### src/rtl/seq_or_stim_ctrl.sv
// Stimulus sequencer for the two-thread "or" sequence checker.
// Plays scripted a-thread / c-thread / dual-thread transactions with optional
// repeats, idle gaps and consequent suppression, and publishes the expected
// outcome of each tagged attempt. Every output is registered.
module seq_or_stim_ctrl #(
   parameter int DATA_W  = 32,
   parameter int CNT_W   = 8,
   parameter int GAP_CYC = 2
) (
   input  logic              clk,
   input  logic              reset_n,
   input  logic              start,
   input  logic [1:0]        mode,
   input  logic              inject_err,
   input  logic [CNT_W-1:0]  repeat_cnt,
   output logic              a,
   output logic              c,
   output logic [DATA_W-1:0] b,
   output logic [DATA_W-1:0] d,
   output logic [DATA_W-1:0] e,
   output logic              attempt_start,
   output logic              busy,
   output logic              done,
   output logic              expect_pass,
   output logic [CNT_W-1:0]  txn_cnt
);

   // Gap counter runs 0 .. GAP_CYC-1; width kept at least one bit.
   localparam int GAP_W    = (GAP_CYC > 1) ? $clog2(GAP_CYC) : 1;
   localparam int GAP_LAST = (GAP_CYC > 0) ? GAP_CYC - 1 : 0;

   typedef enum logic [1:0] {
      ST_IDLE,
      ST_RUN,
      ST_GAP,
      ST_DONE
   } state_t;

   // Stimulus bundle in the same order as the output concatenation below.
   typedef struct packed {
      logic              a;
      logic              c;
      logic [DATA_W-1:0] b;
      logic [DATA_W-1:0] d;
      logic [DATA_W-1:0] e;
      logic              att;
   } stim_t;

   state_t           state_reg;
   logic [2:0]       step_reg;
   logic [GAP_W-1:0] gap_reg;
   logic [CNT_W-1:0] rep_reg;   // transactions still to play, including current
   logic [1:0]       mode_reg;
   logic             inj_reg;

   // Output pattern of one RUN step. Suppression only hits the consequent
   // c pulses; the step0 c of the c-thread is an antecedent and always fires.
   function automatic stim_t step_stim(input logic [1:0] m, input logic [2:0] s,
                                       input logic inj);
      stim_t v;
      v     = '0;
      v.att = (s == 3'd0);
      case (m)
         2'd0: begin
            case (s)
               3'd0:    v.a = 1'b1;
               3'd1:    v.b = DATA_W'(1);
               3'd2:    v.e = DATA_W'(1);
               3'd3:    v.c = !inj;
               default: ;
            endcase
         end
         2'd1: begin
            case (s)
               3'd0:    v.c = 1'b1;
               3'd2:    v.d = DATA_W'(2);
               3'd3:    v.e = DATA_W'(2);
               3'd4:    v.c = !inj;
               default: ;
            endcase
         end
         2'd2: begin
            case (s)
               3'd0:    begin v.a = 1'b1; v.c = 1'b1; end
               3'd1:    v.b = DATA_W'(1);
               3'd2:    begin v.d = DATA_W'(2); v.e = DATA_W'(1); end
               3'd3:    begin v.c = !inj; v.e = DATA_W'(2); end
               3'd4:    v.c = !inj;
               default: ;
            endcase
         end
         default: ;
      endcase
      return v;
   endfunction

   // Index of the final step of a transaction for the given mode.
   function automatic logic [2:0] last_step(input logic [1:0] m);
      return (m == 2'd0) ? 3'd3 : 3'd4;
   endfunction

   // Sequencer FSM; outputs are loaded with the values of the state being entered.
   always_ff @(posedge clk or negedge reset_n) begin
      if (!reset_n) begin
         state_reg     <= ST_IDLE;
         step_reg      <= '0;
         gap_reg       <= '0;
         rep_reg       <= '0;
         mode_reg      <= '0;
         inj_reg       <= 1'b0;
         a             <= 1'b0;
         c             <= 1'b0;
         b             <= '0;
         d             <= '0;
         e             <= '0;
         attempt_start <= 1'b0;
         busy          <= 1'b0;
         done          <= 1'b0;
         expect_pass   <= 1'b0;
         txn_cnt       <= '0;
      end else begin
         done <= 1'b0;
         case (state_reg)
            ST_IDLE: begin
               if (start && (mode != 2'd3)) begin
                  mode_reg    <= mode;
                  inj_reg     <= inject_err;
                  rep_reg     <= (repeat_cnt == '0) ? CNT_W'(1) : repeat_cnt;
                  txn_cnt     <= '0;
                  expect_pass <= !inject_err;
                  step_reg    <= 3'd0;
                  busy        <= 1'b1;
                  state_reg   <= ST_RUN;
                  {a, c, b, d, e, attempt_start} <= step_stim(mode, 3'd0, inject_err);
               end
            end
            ST_RUN: begin
               if (step_reg == last_step(mode_reg)) begin
                  if (txn_cnt != '1) txn_cnt <= txn_cnt + CNT_W'(1);
                  rep_reg <= rep_reg - CNT_W'(1);
                  if (rep_reg > CNT_W'(1)) begin
                     if (GAP_CYC > 0) begin
                        state_reg <= ST_GAP;
                        gap_reg   <= '0;
                        {a, c, b, d, e, attempt_start} <= '0;
                     end else begin
                        step_reg <= 3'd0;
                        {a, c, b, d, e, attempt_start} <= step_stim(mode_reg, 3'd0, inj_reg);
                     end
                  end else begin
                     state_reg <= ST_DONE;
                     busy      <= 1'b0;
                     done      <= 1'b1;
                     {a, c, b, d, e, attempt_start} <= '0;
                  end
               end else begin
                  step_reg <= step_reg + 3'd1;
                  {a, c, b, d, e, attempt_start} <=
                     step_stim(mode_reg, step_reg + 3'd1, inj_reg);
               end
            end
            ST_GAP: begin
               if (gap_reg == GAP_W'(GAP_LAST)) begin
                  state_reg <= ST_RUN;
                  step_reg  <= 3'd0;
                  {a, c, b, d, e, attempt_start} <= step_stim(mode_reg, 3'd0, inj_reg);
               end else begin
                  gap_reg <= gap_reg + GAP_W'(1);
               end
            end
            ST_DONE: begin
               busy      <= 1'b0;
               state_reg <= ST_IDLE;
            end
            default: state_reg <= ST_IDLE;
         endcase
      end
   end

endmodule

### config.mk
export PLATFORM = sky130hd
export DESIGN_NAME = seq_or_stim_ctrl
export DESIGN_NICKNAME = d
export VERILOG_FILES = /design/src/rtl/seq_or_stim_ctrl.sv
export SDC_FILE = /design/constraint.sdc
export NUM_CORES = 1
export LEC_CHECK = 0
export ABC_AREA = 1
export CAP_MARGIN = 10
export CORE_MARGIN = 10
export CORE_UTILIZATION = 44
export CTS_CLUSTER_SIZE = 28
export DETAILED_ROUTE_END_ITERATION = 6
export HOLD_SLACK_MARGIN = 0.05
export PLACE_DENSITY = 0.87
export SKIP_LAST_GASP = 1
export SLEW_MARGIN = 20
export SYNTH_ARGS = -nofsm -noshare
export SYNTH_HDL_FRONTEND = slang
export SYNTH_SLANG_ARGS = --single-unit
### constraint.sdc
create_clock -name clk -period 2.2 [get_ports clk]
set_input_delay 0.44 -clock clk [delete_from_list [all_inputs] [get_ports clk]]
set_output_delay 0.44 -clock clk [all_outputs]
set_load 0.03 [all_outputs]
==> results.py <==
metrics = {
    "outcome": {
        "run_status": "finished clean",
    },
    "floorplan": {
        "core_region_area_um2": 6720,
        "floorplan.initialDensity_pct": 44.7,
        "floorplan.rows": 30,
        "top_level_ports": 124,
        "floorplan.die.height_um": 103,
        "die_area_um2": 10500,
        "die_w_um": 103,
    },
    "placed_design": {
        "place.port_buffers": 31,
        "place.gp.congestion": 0.864,
        "place_hpwl_um": 5170,
    },
    "clock_network": {
        "cts-buffers-inserted": 5,
        "clkTransAtPathRegs_ns": 0.07,
        "cts_hold_buf": 0,
        "cts.sinks": 35,
        "post_cts_setup_buffers": 0,
        "h_tree_depth": 2,
        "clock_tree_from_tritoncts": "built",
        "cts_max_path_buffers": 2,
        "clk_lat_worst_skew_ns": 0.30,
        "cts-root-buf": "sky130_fd_sc_hd__clkbuf_8",
        "post_cts.resized_instances": 0,
    },
    "layout": {
        "n_fill_cell": 660,
        "antenna-diode-count": 0,
        "synthToLayoutAreaGrowth_pct": 5.29,
        "post_route_cells_drive_above_1_share_pct": 6.86,
        "final_net_count": 470,
    },
    "logic_synthesis": {
        "synth.ff_latch_count": 35,
        "synth.area.top_cells": "sky130_fd_sc_hd__dfrtp_1, sky130_fd_sc_hd__buf_4, sky130_fd_sc_hd__nand2_1, sky130_fd_sc_hd__ha_1, sky130_fd_sc_hd__nor2_1",
        "synth_flop_type": "sky130_fd_sc_hd__dfrtp_1",
        "post-synth-top-count-cell": "sky130_fd_sc_hd__nand2_1",
        "synth.largest_area_cell": "sky130_fd_sc_hd__dfrtp_1",
        "async_reset_ff_share_pct": 100,
        "count_of_flip_flops_with_a_built_in_enable_after_synthesis": 0,
        "postSynthCellCount": 398,
        "synth_top_cells_by_count": "sky130_fd_sc_hd__nand2_1, sky130_fd_sc_hd__buf_4, sky130_fd_sc_hd__nor2_1",
        "synth_top_area_share_pct": 29.1,
        "syn_avg_cell_area_um2": 7.55,
        "yosysWarnings": 0,
        "synth-seq-area-share_pct": 29.1,
        "mappedNetlistArea_um2": 3010,
        "synth_cell_types": 36,
    },
    "worst_setup_path": {
        "timing.setup.critical_path_class": "reg -> out",
        "cp.buffers_inverters": 1,
        "critical-path-slowest-cell": "sky130_fd_sc_hd__clkdlybuf4s50_1",
        "crit_cells": 1,
        "crit_path_cell_chain": "clkdlybuf4s50_1",
        "rrSetupSlack_ns": 0.29,
        "timing.reg2reg.worst_path_depth": 12,
        "category_of_the_worst_setup_path_launch_point": "flip-flop",
        "worst_ep_arrival_time_ns": 1.49,
        "crit_required_ns": 1.76,
        "critical_path.top_delay_family": "buffers and inverters",
        "crit_path_max_incr_delay_ns": 0.74,
        "critical_path.endpoint_type": "output port",
        "cp_max_fo": 7,
    },
    "sta": {
        "timing_max_transition_violations_final": 0,
        "minimum_hold_slack_ns": 0.485,
        "finalSetupViolCount": 0,
        "timing.fmax_ghz": 0.518,
        "grt_setup_unrepaired": "no",
        "tns_ns": 0,
        "fin_crit_sh_pct": 87.7,
        "timing.final.hold_violations": 0,
        "final.min_clock_period_ns": 1.93,
        "clock_skew_ns": 0.0127,
    },
    "detailed_routing": {
        "drt_iter0_markers": 134,
        "num_vias": 2247,
        "drt_pass1_iterations": 4,
        "via_per_inst": 4.35,
        "postRouteWirelength_um": 6380,
        "post_drt_wl_per_cell_um": 12.3,
        "route.detailed.drc": 0,
        "antenna_violating_nets_post_route": 0,
    },
    "grt": {
        "gr-usage-met3_pct": 3.69,
        "grt_antenna_before_repair": 0,
        "met2_usage_grt_pct": 20.1,
        "grt_overflow_total": 0,
        "grt_pass1_vias": 2177,
        "wire_length_of_the_first_global_routing_pass_um": 9910,
        "grt_max_degree": 36,
        "top_usage_layer": "met2",
        "grt_usage_pct": 11.5,
        "grt_use_met1_pct": 12.7,
    },
    "power": {
        "vdd.ir_drop.worst_mv": 0.579,
        "power_density_nw_per_um2": 1230,
        "p_leak_uw": 0.00172,
        "p_int_uw": 1870,
        "power.share.combinational_pct": 60.3,
        "power.switching_fraction_pct": 52.1,
        "switching_power_uw": 2040,
        "clockPowerShare_pct": 12.0,
        "power_frac_seq_pct": 27.7,
    },
    "job": {
        "drv.max_cap_violation_count": 0,
    },
    "worst_hold_path": {
        "min_path_type": "reg -> reg",
        "whs_path_depth": 2,
    },
}
[final timing paths]
path / end / start
max: txn_cnt[2] / txn_cnt[2]
max reg2reg: step_reg[1] / state_reg[0]
max in group asynchronous: mode_reg[0] / reset_n
min: e[0] / e[0]
min reg2reg: e[0] / e[0]
min in group asynchronous: a / reset_n
[final cells by class]
| cell class | instances | area (um^2) | share of cell area (%) |
|---|---|---|---|
| well taps | 80 | 100 | 3.16 |
| inverters | 38 | 143 | 4.51 |
| clock buffers | 6 | 72.6 | 2.29 |
| repair buffers | 37 | 355 | 11.2 |
| flip-flops and latches | 35 | 876 | 27.7 |
| multi-input cells | 319 | 1610 | 50.7 |
| clock inverters | 2 | 12.5 | 0.395 |
[metal layers]
metal	part of all wire (%)	up-vias
met5	0	-
met4	1.5	0
met3	11	9
met2	50	80
met1	38	1033
li1	-	1125
[layout by cell type, fill, tap and decap left out, types with 6 or more instances in the layout]
| cell | instances |
|---|---|
| sky130_fd_sc_hd__nand2_1 | 95 |
| sky130_fd_sc_hd__conb_1 | 92 |
| sky130_fd_sc_hd__nor2_1 | 37 |
| sky130_fd_sc_hd__inv_1 | 35 |
| sky130_fd_sc_hd__dfrtp_1 | 35 |
| sky130_fd_sc_hd__clkdlybuf4s50_1 | 31 |
| sky130_fd_sc_hd__ha_1 | 20 |
| sky130_fd_sc_hd__nand3_1 | 14 |
| sky130_fd_sc_hd__o21ai_0 | 13 |
| sky130_fd_sc_hd__xor2_1 | 7 |
| sky130_fd_sc_hd__o21ai_2 | 6 |
| sky130_fd_sc_hd__buf_4 | 6 |
[cell families (layout without fill, tap and decap cells)]
logic type               Yosys count  in the layout  share of synthesized area, %
AND/OR/NAND/NOR                  164            164                          23.1
adder cells (fa/ha/maj)           20             20                          8.33
buffers and inverters            135             83                          28.8
XOR/XNOR                           8              8                          2.33
AO/OA/AOI/OAI                     32             32                          7.12
flip-flops                        35             35                          29.1
other                              1             92                         0.125
multiplexers                       3              3                         0.999
[power groups by stage]
stage	logic, uW	registers [uW]	clock network [uW]
5_1_grt	2650	1110	506
6_report	2360	1080	469
4_1_cts	2360	1080	476
2_1_floorplan	1780	1190	0
3_3_place_gp	2260	1080	0
3_5_place_dp	2340	1090	0
[through the flow]
step / instances / power (uW) / worst slack, ns / cell area [um^2] / utilization [%]
finish: 517 / 3910 / 0.271 / 3160 / 47.1
global route: 517 / 4270 / 0.118 / 3160 / 47.1
CTS: 517 / 3910 / 0.262 / 3160 / 47.1
detailed placement: 509 / 3430 / 0.0458 / 3080 / 45.8
global placement: 509 / 3340 / 0.124 / 3080 / 45.8
floorplan: 489 / 2970 / 0.620 / 3350 / -
(Power assumes the default switching activity.)
